[config.mk]
export PLATFORM = sky130hd
export DESIGN_NAME = id_ex_stage_register
export DESIGN_NICKNAME = d
export VERILOG_FILES = /design/src/rtl/id_ex_stage_register.sv
export SDC_FILE = /design/constraint.sdc
export NUM_CORES = 1
export LEC_CHECK = 0
export BUFFER_PORTS_ARGS = -buffer_cell sky130_fd_sc_hd__buf_2
export CORE_AREA = 5 5 138 140
export CTS_CLUSTER_DIAMETER = 100
export DETAILED_ROUTE_END_ITERATION = 6
export DIE_AREA = 0 0 143 145
export PLACE_DENSITY = 0.81
export SYNTH_ARGS = -nofsm -noshare
export SYNTH_HDL_FRONTEND = slang
export SYNTH_SLANG_ARGS = --single-unit
[constraint.sdc]
create_clock -name clk -period 1.6 [get_ports clk]
set_clock_uncertainty 0.1 [all_clocks]
set_input_delay 0.32 -clock clk [delete_from_list [all_inputs] [get_ports clk]]
set_output_delay 0.32 -clock clk [all_outputs]
set_load 0.02 [all_outputs]
[src/rtl/id_ex_stage_register.sv]
// ID/EX pipeline register: payload capture, bubble insertion, EX hold.
// Optional ID_EX_BUBBLE_COUNT_EN adds a wrapping 32-bit bubbleCount port.
module id_ex_stage_register (
    input  logic        clk,
    input  logic        reset,
    input  logic        stallAndFlush,
    input  logic        holdInEX,
    input  logic [31:0] pcInID,
    input  logic [31:0] instrInID,
    input  logic [31:0] rsValueInID,
    input  logic [31:0] rtValueInID,
    input  logic [31:0] extImmInID,
    input  logic [4:0]  command2521InID,
    input  logic [4:0]  command2016InID,
    input  logic [4:0]  regFinalDstInID,
    input  logic        regWriteEnabledInID,
    input  logic        regConditionMoveInID,
    input  logic [2:0]  tNewInID,
    output logic [31:0] pcInEX,
    output logic [31:0] instrInEX,
    output logic [31:0] rsValueInEX,
    output logic [31:0] rtValueInEX,
    output logic [31:0] extImmInEX,
    output logic [4:0]  currentCommand2521InEX,
    output logic [4:0]  currentCommand2016InEX,
    output logic [4:0]  regFinalDstInEX,
    output logic        regWriteEnabledInEX,
    output logic        regConditionMoveInEX,
    output logic [2:0]  tNewInEX,
    output logic        validInEX
`ifdef ID_EX_BUBBLE_COUNT_EN
    ,
    output logic [31:0] bubbleCount
`endif
);

    typedef struct packed {
        logic [31:0] pc;
        logic [31:0] instr;
        logic [31:0] rsv;
        logic [31:0] rtv;
        logic [31:0] imm;
        logic [4:0]  rs;
        logic [4:0]  rt;
        logic [4:0]  dst;
        logic        we;
        logic        cm;
        logic [2:0]  tnew;
        logic        valid;
    } ex_t;

    ex_t ex_q, ex_d;
    logic load_bubble;

    assign load_bubble = !holdInEX && stallAndFlush;

    always_comb begin
        ex_d = ex_q;
        if (!holdInEX) begin
            if (stallAndFlush) begin
                // all-zero bubble: we/cm low so it never forwards
                ex_d = '0;
            end else begin
                ex_d.pc    = pcInID;
                ex_d.instr = instrInID;
                ex_d.rsv   = rsValueInID;
                ex_d.rtv   = rtValueInID;
                ex_d.imm   = extImmInID;
                ex_d.rs    = command2521InID;
                ex_d.rt    = command2016InID;
                ex_d.dst   = regFinalDstInID;
                ex_d.we    = regWriteEnabledInID;
                ex_d.cm    = regConditionMoveInID;
                ex_d.tnew  = (tNewInID != 3'd0) ? tNewInID - 3'd1 : 3'd0;
                ex_d.valid = 1'b1;
            end
        end
    end

    always_ff @(posedge clk) begin
        if (reset) begin
            ex_q <= '0;
        end else begin
            ex_q <= ex_d;
        end
    end

    assign pcInEX                 = ex_q.pc;
    assign instrInEX              = ex_q.instr;
    assign rsValueInEX            = ex_q.rsv;
    assign rtValueInEX            = ex_q.rtv;
    assign extImmInEX             = ex_q.imm;
    assign currentCommand2521InEX = ex_q.rs;
    assign currentCommand2016InEX = ex_q.rt;
    assign regFinalDstInEX        = ex_q.dst;
    assign regWriteEnabledInEX    = ex_q.we;
    assign regConditionMoveInEX   = ex_q.cm;
    assign tNewInEX               = ex_q.tnew;
    assign validInEX              = ex_q.valid;

`ifdef ID_EX_BUBBLE_COUNT_EN
    logic [31:0] bubble_cnt_q, bubble_cnt_d;

    always_comb begin
        bubble_cnt_d = bubble_cnt_q;
        if (load_bubble) begin
            bubble_cnt_d = bubble_cnt_q + 32'd1;
        end
    end

    always_ff @(posedge clk) begin
        if (reset) begin
            bubble_cnt_q <= '0;
        end else begin
            bubble_cnt_q <= bubble_cnt_d;
        end
    end

    assign bubbleCount = bubble_cnt_q;
`else
    logic unused_bubble;
    assign unused_bubble = load_bubble;
`endif

endmodule

# After elaboration in Yosys (flattened, before gate mapping)
# Cells that the tools add are included.
[classes]
n_mux = 2
addsub = 1
reduce_logical = 1
[ops]
columns = ["operator", "count"]
rows = [
  ["$mux 181", 1],
  ["$mux 3", 1],
  ["$reduce_bool 3->1", 1],
  ["$sub 3x1->3 const B", 1],
]
[totals]
regBits = 181
output_inout_bits = 181
elab_cells = 16

# Longest topological paths before layout
# Gate-level depths: netlist of the first run.
[logic_depth]
word_depth = 3
depth_mapped = 6
ltp_nobuf = 5

# Least setup slack after synthesis of the first run
# No wires, ideal clock.
[synth_path]
path_kind = "input port to flip-flop"
from = "input reset"
to = "register ex_q (netlist bit instrInEX[10])"
slack_ps = 236
required_ps = 1357
n_path_buf = 3
stages = 4
setup_time_ps = 143
arrival_time_ps = 1121
path_cell_list = "buf_2 buf_2 clkbuf_1 a21oi_2"
[synth_rtl]
columns = ["element", "line_no", "text"]
rows = [
  ["from (decl)", "5", "input logic reset,"],
  ["to (signal assigned)", "82", "ex_q <= '0;"],
  ["to (signal assigned)", "84", "ex_q <= ex_d;"],
  ["to (decl)", "52", "ex_t ex_q, ex_d;"],
]
# No word-level cell between the ends.

# Worst setup path after layout of the first run
[layout_path]
from = "register ex_q (netlist bit rtValueInEX[27])"
to = "output rtValueInEX[27]"
[layout_rtl]
columns = ["element", "line_no", "text"]
rows = [
  ["to (decl)", "22", "output logic [31:0] rtValueInEX,"],
]
# No word-level cell between the ends.

==> flow_summary.ini, run 1 <==
[timing]
setup_violations = 0
fin_crit_ns = 1.377
rsz0062_at_grt = false
hold_violations = 0
worstMarginPinSlew_ns = 0.3281
max_freq_mhz = 726.0
tns_ns = 0
period_share_pct = 86.09
max_slew_margin_pct = 77.56
slew_violations = 0
fin_ws_ns = 0.2226

[global_route]
grtUsageTotal_pct = 19.39
grt_pass1_vias = 6513
grt_pass1_wl_mm = 32.97
overflow = 0
grt_max_degree = 63
antenna_found_initial = 3

[floorplan]
row_count = 49
die_h_um = 145
core_area_sq_um = 17720
die_w_um = 143
dieArea_sq_um = 20740
pin_count = 365
start_util_pct = 43.56

[worst_setup_path]
path_cells = buf_2
cp_top_family = flip-flops
crit_path_end_kind = primary output
setup.worst_path.start_class = register
crit_slowest_cell = dfxtp_1
crit_fanout = 2
required_ns = 1.18
criticalPathCategory = reg2out
arrival_ns = 0.96
path_buf_inv = 1
crit_path_max_incr_delay_ns = 0.35

[pwr]
p_int_uw = 7703
power_density_nw_per_um2 = 1002
total_power_uw = 10380
ir_drop_v = 0.0006444
power_frac_clock_pct = 40.9
combPwrFrac_pct = 13.2
leakage_uw = 0.004522
p_sw_uw = 2675
pwr-share-seq_pct = 45.9
switching_share_pct = 25.77

[yosys]
synth_cell_type_count = 19
seq_area_frac_synth_pct = 46.94
syn_area_per_cell_sq_um = 9.529
ys_ff_latch = 181
syn-num-nets = 996
synth_edf_count = 0
syn-instance-count = 810
synthArstFlopShare_pct = 0
yosys_warnings = 0
yosysTopAreaCell = dfxtp_1
synth_most_common_cell = dfxtp_1
yosys-top-cells-count = dfxtp_1, nand2_1, or3b_1
syn_area_sq_um = 7719
synthFlopType = dfxtp_1
synthTopCellsByArea = dfxtp_1, or3b_1, a21oi_2, nand2_1, a21oi_1
synth_top_area_share_pct = 46.94

[route]
routedWlPerCell_um = 15.43
vias_per_cell = 4.938
first_iter_violations = 196
wl_mm = 21.37
num_vias = 6839
route.detailed.drc = 0
postRouteAntennaNets = 0
dr.pass1.iters = 4

[placement]
io_buffers = 364
post-dp-hpwl_mm = 15.66
gp_congestion = 0.7985
dp_slack_ns = 0.07467

[cts]
cts.sinks = 181
cts_buffers = 17
cts-root-buf = clkbuf_16
clk_latency_ns = 0.40
clk_pin_slew_ns = 0.07
cts_hold_buf = 0
cts_tree = done
clockBufferDepth = 2
cts_setup_buffers = 0
htree_levels = 4
cts_resized = 0

[cells_and_area]
seqCellArea_sq_um = 3623
area_delta_synth_final_pct = 34.17
fin_util_pct = 58.45
drive_above_1_share_pct = 45.27
multi_input_area_sq_um = 3587
final_nets = 1326
fillCellCount = 1534

[worst_hold_path]
hold_path.class = in2reg

[job]
cap_violations = 0

[run_status]
status = complete, no violations
[power by group through the flow]
stage	Sequential (uW)	Combinational (uW)	Clock (uW)
after global placement	4860	1370	0
after CTS	4760	1390	4360
after global routing	4780	1490	4580
after floorplan	5080	631	0
final	4760	1370	4240
after detailed placement	4860	1380	0
[cells in the final DEF (no fill, tap or decap)]
cell type	synthesis	routed
buf_12	1	16
nor2b_1	3	3
inv_1	2	2
a21oi_2	100	100
bufinv_16	0	2
or2_2	1	1
clkinvlp_4	0	2
inv_6	0	3
buf_2	23	361
clkbuf_16	0	17
nand2_1	179	179
inv_8	0	1
clkbuf_8	0	4
ha_1	2	2
diode_2	0	3
clkinv_4	0	3
or3b_1	179	179
nor3_1	1	1
dfxtp_1	181	181
a2111oi_0	1	1
a21oi_1	80	80
buf_4	1	12
or4_1	1	1
clkbuf_1	40	2
[final cells by class]
cell class | instances | area share, %
inverter | 2 | 0.07249
timing repair buffer | 391 | 21.67
clock buffer | 21 | 4.446
sequential | 181 | 34.99
tap | 229 | 2.767
multi-input combinational | 547 | 34.64
antenna | 3 | 0.07249
clock inverter | 11 | 1.341
[flip-flops by register name (all words and copies together) (netlist names)]
| signal | cells |
|---|---|
| instrInEX | 32 |
| validInEX | 1 |
| rtValueInEX | 32 |
| tNewInEX | 3 |
| pcInEX | 32 |
| rsValueInEX | 32 |
| currentCommand2521InEX | 5 |
| currentCommand2016InEX | 5 |
| regConditionMoveInEX | 1 |
| regFinalDstInEX | 5 |
| regWriteEnabledInEX | 1 |
| extImmInEX | 32 |
[through the flow]
stage               cells  hold slack, ns  cell area (sq um)
global placement     1350          0.3442               9749
floorplan             810          0.3984               7719
finish               1385          0.1205              10360
CTS                  1382         0.09677              10350
global route         1385          0.1215              10360
detailed placement   1350          0.3498               9749
[kinds of logic after synthesis]
logic type / after synthesis / synth area share [%]
buffers and inverters: 82 / 6.581
AO/OA/AOI/OAI: 181 / 16.65
adder cells (fa/ha/maj): 2 / 0.3241
AND/OR/NAND/NOR: 364 / 29.50
flip-flops: 181 / 46.94
[final timing paths]
check / cells past startpoint / startpoint / endpoint / slack (ns)
worst min-delay path: 3 / tNewInID[0] / tNewInEX[0]$_SDFFE_PP0N_ / 0.12
worst min register to register: 2 / pcInEX[25]$_SDFFE_PP0N_ / pcInEX[25]$_SDFFE_PP0N_ / 0.36
worst max register to register: 2 / tNewInEX[1]$_SDFFE_PP0N_ / tNewInEX[1]$_SDFFE_PP0N_ / 0.68
worst max-delay path: 1 / rtValueInEX[27]$_SDFFE_PP0N_ / rtValueInEX[27] / 0.22
[routing by layer]
layer  up-vias  GRT usage, %  wire, um
met3        37         7.272      2219
met2       291         31.41      9879
met1      3067         23.21      8670
met5         -             0         0
li1       3444             -         -
met4         0         7.605       599
Note: power is estimated with default switching activity, not from simulation.
==> run 2: changes to the inputs <==
--- a/config.mk
+++ b/config.mk
@@ -6,11 +6,13 @@
 export NUM_CORES = 1
 export LEC_CHECK = 0
 export BUFFER_PORTS_ARGS = -buffer_cell sky130_fd_sc_hd__buf_2
-export CORE_AREA = 5 5 138 140
+export CORE_AREA = 2 2 142 144
+export CTS_BUF_LIST = sky130_fd_sc_hd__clkbuf_4 sky130_fd_sc_hd__clkbuf_8
 export CTS_CLUSTER_DIAMETER = 100
 export DETAILED_ROUTE_END_ITERATION = 6
-export DIE_AREA = 0 0 143 145
-export PLACE_DENSITY = 0.81
+export DIE_AREA = 0 0 144 146
+export PLACE_DENSITY = 0.75
 export SYNTH_ARGS = -nofsm -noshare
 export SYNTH_HDL_FRONTEND = slang
 export SYNTH_SLANG_ARGS = --single-unit
+export TNS_END_PERCENT = 30
==> run 2 against run 1 <==
  * Setup slack got worse by 0.044 ns
  * Sequential power about the same
  * Non-clock buffer count increased by 14
  * Hold slack got worse by 0.026 ns
  * Fmax decreased by 3.1%
  * Utilization decreased by 5.4 points
  * Flip-flop and latch count unchanged
  * Sequential share of layout area increased by 0.36 points
  * Final area decreased by 1.0%
  * Critical path depth unchanged
  * Combinational power about the same
  * Die area increased by 1.4%
  * Critical endpoint is now instrInEX[6]
  * Largest power group unchanged
==> flow_summary.ini, run 2 (same netlist as run 1, synthesis figures left out) <==
[worst_setup_path]
arrival_ns = 1.00
rr_startpoint = tNewInEX[1]$_SDFFE_PP0N_
criticalPathCategory = reg2out
crit_fanout = 2
crit_slowest_cell = dfxtp_1
path_cells = buf_2
path_buf_inv = 1
cp.depth = 1
crit_path_max_incr_delay_ns = 0.38
cp_top_family = flip-flops
r2r-end = tNewInEX[1]$_SDFFE_PP0N_
reg2reg_slack_ns = 0.70
setup.worst_path.start_class = register
crit_path_end_kind = primary output
required_ns = 1.18
r2r_cells = 2

[route]
num_vias = 6805
dr.pass1.iters = 4
wl_mm = 20.44
first_iter_violations = 221
route.detailed.drc = 0
postRouteAntennaNets = 0
routedWlPerCell_um = 14.29
vias_per_cell = 4.759

[timing]
period_share_pct = 88.83
hold_ws_ns = 0.09478
slew_violations = 0
hold_violations = 0
fin_crit_ns = 1.421
rsz0062_at_grt = false
setup_violations = 0
tns_ns = 0
worstMarginPinSlew_ns = 0.3108
max_slew_margin_pct = 78.74
max_freq_mhz = 703.6

[floorplan]
core_area_sq_um = 19330
dieArea_sq_um = 21020
start_util_pct = 39.92
row_count = 51
die_h_um = 146
pin_count = 365
die_w_um = 144

[global_route]
grt_use_met3_pct = 7.437
grt.busiest_layer = met2
overflow = 0
grtUsageMet1_pct = 21.74
grt_max_degree = 82
grtUsageTotal_pct = 18.64
antenna_found_initial = 0
grt_pass1_wl_mm = 31.67
grt_pass1_vias = 6403
use_met2_pct = 31.62

[placement]
gp_congestion = 0.7877
io_buffers = 364
post-dp-hpwl_mm = 14.67

[cts]
clk_pin_slew_ns = 0.10
clockBufferDepth = 2
cts-root-buf = clkbuf_8
cts_resized = 0
cts_buffers = 17
cts_setup_buffers = 0
cts_tree = done
clk_latency_ns = 0.44
cts_hold_buf = 0
cts.sinks = 181
htree_levels = 4

[cells_and_area]
final_nets = 1340
drive_above_1_share_pct = 46.01
mostFrequentLayoutCell = buf_2
diodes = 0
area_delta_synth_final_pct = 32.79
fin_util_pct = 53.01
final_cell_mix = buf_2, dfxtp_1, nand2_1, or3b_1, a21oi_2

[worst_hold_path]
min_to = tNewInEX[0]$_SDFFE_PP0N_
min_from = tNewInID[0]
worstHoldPathCells = 3
hold_path.class = in2reg

[run_status]
status = complete, no violations

[pwr]
leakage_uw = 0.004483
ir_drop_v = 0.0004738
power_density_nw_per_um2 = 918.4

[job]
cap_violations = 0
[run 2: how the worst max path moves through the flow]
| stage | from | end | slack (ns) |
|---|---|---|---|
| global route | rtValueInEX[30]$_SDFFE_PP0N_ | rtValueInEX[30] | 0.10 |
| CTS | instrInEX[17]$_SDFFE_PP0N_ | instrInEX[17] | 0.13 |
| floorplan | reset | instrInEX[10]$_SDFFE_PP0N_ | 0.24 |
| finish | instrInEX[6]$_SDFFE_PP0N_ | instrInEX[6] | 0.18 |
| global placement | holdInEX | pcInEX[18]$_SDFFE_PP0N_ | 0.09 |
| detailed placement | holdInEX | instrInEX[5]$_SDFFE_PP0N_ | 0.06 |
[run 2: layout make-up]
type | instances | area [sq um]
flip-flops and latches | 181 | 3623
well taps | 265 | 331.6
clock inverters | 12 | 171.4
inverters | 2 | 7.507
fillers | 1831 | 9085
repair buffers | 405 | 2287
multi-input cells | 547 | 3587
clock buffers | 18 | 241.5
[run 2: metal layers]
| metal | share of wire, % | wire length [um] |
|---|---|---|
| met4 | 1.2 | 242 |
| met1 | 42 | 8484 |
| met5 | 0 | 0 |
| met2 | 47 | 9678 |
| met3 | 9.9 | 2033 |
[run 2: report_power, final]
part           switching (uW)  total, uW  leakage [uW]  internal, uW
Clock                    1700       3280      0.000203          1590
Combinational             765       1370       0.00280           603
Sequential               84.4       4760       0.00148          4680
Total                    2550       9410       0.00448          6870
[run 2: worst reg2reg max path, stage by stage, from the launching register on]
cell       delay [ns]
dfxtp_1          0.33
nor2b_1          0.05
a2111oi_0        0.31
[run 2: stage by stage]
step | cells | total power (uW) | cell area, sq um | setup slack (ns)
after floorplan | 810 | 5709 | 7719 | 0.2358
after global placement | 1400 | 6222 | 9837 | 0.09096
after detailed placement | 1400 | 6243 | 9837 | 0.06413
after CTS | 1430 | 9558 | 10250 | 0.1266
after global routing | 1430 | 9897 | 10250 | 0.1045
final | 1430 | 9413 | 10250 | 0.1787
==> run 3: changes to the inputs <==
--- a/config.mk
+++ b/config.mk
@@ -6,12 +6,15 @@
 export NUM_CORES = 1
 export LEC_CHECK = 0
 export BUFFER_PORTS_ARGS = -buffer_cell sky130_fd_sc_hd__buf_2
-export CORE_AREA = 2 2 142 144
+export CELL_PAD_IN_SITES_DETAIL_PLACEMENT = 1
+export CELL_PAD_IN_SITES_GLOBAL_PLACEMENT = 1
+export CORE_ASPECT_RATIO = 1.2
+export CORE_MARGIN = 2
+export CORE_UTILIZATION = 35
 export CTS_BUF_LIST = sky130_fd_sc_hd__clkbuf_4 sky130_fd_sc_hd__clkbuf_8
 export CTS_CLUSTER_DIAMETER = 100
 export DETAILED_ROUTE_END_ITERATION = 6
-export DIE_AREA = 0 0 144 146
-export PLACE_DENSITY = 0.75
+export PLACE_DENSITY = 0.88
 export SYNTH_ARGS = -nofsm -noshare
 export SYNTH_HDL_FRONTEND = slang
 export SYNTH_SLANG_ARGS = --single-unit
==> run 3 against run 2 <==
  * Count of clock-buffer cells in the layout is 1 higher
  * Wire length rose by 20%
  * Flip-flop and latch count stayed put
  * Largest cell class unchanged
  * Via count is 3.8% higher
  * Hold slack worse by 0.015 ns
  * Combinational power grew 4%
  * Highest routed layer is now met5
  * Die area grew 11%
  * Non-clock buffer count is 5 lower
==> flow_summary.ini, run 3 (same netlist as run 1, synthesis figures left out) <==
[timing]
hold_violations = 0
fin_crit_ns = 1.483
period_share_pct = 92.69
slew_violations = 0
worstMarginPinSlew_ns = 0.4610
setup_violations = 0
fin_ws_ns = 0.1169
tns_ns = 0
max_freq_mhz = 674.3
max_slew_margin_pct = 69.26
rsz0062_at_grt = false

[route]
wl_mm = 24.49
route.detailed.drc = 0
routedWlPerCell_um = 17.04
dr.pass1.iters = 4
vias_per_cell = 4.917
num_vias = 7066
first_iter_violations = 180
postRouteAntennaNets = 0

[global_route]
overflow = 0
antenna_found_initial = 4
grt_max_degree = 62
grtUsageTotal_pct = 20.43
grt_pass1_wl_mm = 38.54
grt_pass1_vias = 7280

[job]
cap_violations = 0

[cts]
clk_pin_slew_ns = 0.11
cts_setup_buffers = 0
clockBufferDepth = 2
cts_buffers = 17
cts.sinks = 181
cts_tree = done
cts_resized = 0
clk_latency_ns = 0.45
cts-root-buf = clkbuf_8
htree_levels = 4
cts_hold_buf = 0

[worst_setup_path]
path_cells = buf_2
crit_path_max_incr_delay_ns = 0.42
setup.worst_path.start_class = register
required_ns = 1.18
criticalPathCategory = reg2out
crit_fanout = 2
r2r-end = tNewInEX[1]$_SDFFE_PP0N_
r2r_cells = 2
path_buf_inv = 1
arrival_ns = 1.06
crit_slowest_cell = dfxtp_1
cp_top_family = flip-flops
rr_startpoint = tNewInEX[1]$_SDFFE_PP0N_
crit_path_end_kind = primary output
reg2reg_slack_ns = 0.64

[floorplan]
die_w_um = 139.6
start_util_pct = 35.56
pin_count = 365
row_count = 59
dieArea_sq_um = 23260
core_area_sq_um = 21700
die_h_um = 166.7

[pwr]
switching_share_pct = 29.79
leakage_uw = 0.004472
pwr-share-seq_pct = 51.5
p_int_uw = 6495
ir_drop_v = 0.0005303
combPwrFrac_pct = 15.4
p_sw_uw = 2755
power_density_nw_per_um2 = 901.5
power_frac_clock_pct = 33.1

[placement]
io_buffers = 364
gp_congestion = 0.7861
post-dp-hpwl_mm = 18.21
dp_slack_ns = 0.01316

[cells_and_area]
fillCellCount = 2654
final_cell_mix = buf_2, dfxtp_1, nand2_1, or3b_1, a21oi_2
area_delta_synth_final_pct = 32.94
mostFrequentLayoutCell = buf_2
drive_above_1_share_pct = 45.82
final_nets = 1335

[worst_hold_path]
min_to = extImmInEX[26]$_SDFFE_PP0N_
hold_path.class = in2reg
worstHoldPathCells = 3
min_from = extImmInID[26]

[run_status]
status = complete, no violations
==> run 3: cell count changes in the layout (fill, tap and decap cells not counted), sizes merged <==
cell	delta
bufinv	-3
diode	+2
clkinvlp	-1
clkinv	-1
inv	+5
buf	-4
==> run 3: area by class of cell <==
class,instances,area (sq um),area share [%]
flip-flops and latches,181,3623,35.31
multi-input cells,547,3587,34.96
repair buffers,400,2326,22.67
well taps,274,342.8,3.341
clock buffers,19,255.2,2.488
clock inverters,12,113.9,1.110
inverters,2,7.507,0.07316
diodes,2,5.005,0.04877
==> run 3: how the worst max path moves through the flow <==
stage | cells past startpoint | end | slack (ns) | start
final | 1 | instrInEX[0] | 0.12 | instrInEX[0]$_SDFFE_PP0N_
after global routing | 1 | instrInEX[0] | 0.07 | instrInEX[0]$_SDFFE_PP0N_
after CTS | 1 | instrInEX[0] | 0.07 | instrInEX[0]$_SDFFE_PP0N_
after detailed placement | 4 | extImmInEX[18]$_SDFFE_PP0N_ | 0.01 | stallAndFlush
after global placement | 4 | rtValueInEX[18]$_SDFFE_PP0N_ | 0.08 | stallAndFlush
after floorplan | 4 | instrInEX[10]$_SDFFE_PP0N_ | 0.24 | reset
==> run 3: power groups by stage <==
| stage | clock, uW | combinational (uW) | sequential (uW) |
|---|---|---|---|
| 4_1_cts | 3180 | 1440 | 4770 |
| 3_5_place_dp | 0 | 1440 | 4870 |
| 5_1_grt | 3360 | 1550 | 4790 |
| 2_1_floorplan | 0 | 631 | 5080 |
| 3_3_place_gp | 0 | 1400 | 4860 |
| 6_report | 3060 | 1420 | 4760 |
==> run 3: metal layers <==
metal | track usage, % | vias up | wire (um)
li1 | - | 3455 | -
met5 | 0 | - | 31
met2 | 36.17 | 258 | 12190
met4 | 5.957 | 4 | 412
met1 | 23.07 | 3320 | 9750
met3 | 7.332 | 29 | 2110
==> run 3: per-stage QoR <==
stage               instances  instance area, sq um  utilization (%)  hold slack (ns)  power [uW]
finish                   1437                 10260            47.28          0.07955        9251
global route             1437                 10260            47.28          0.04912        9697
CTS                      1435                 10260            47.26          0.03891        9392
detailed placement       1404                  9887            45.56           0.3506        6303
global placement         1404                  9887            45.56           0.3429        6257
floorplan                 810                  7719                -           0.3984        5709
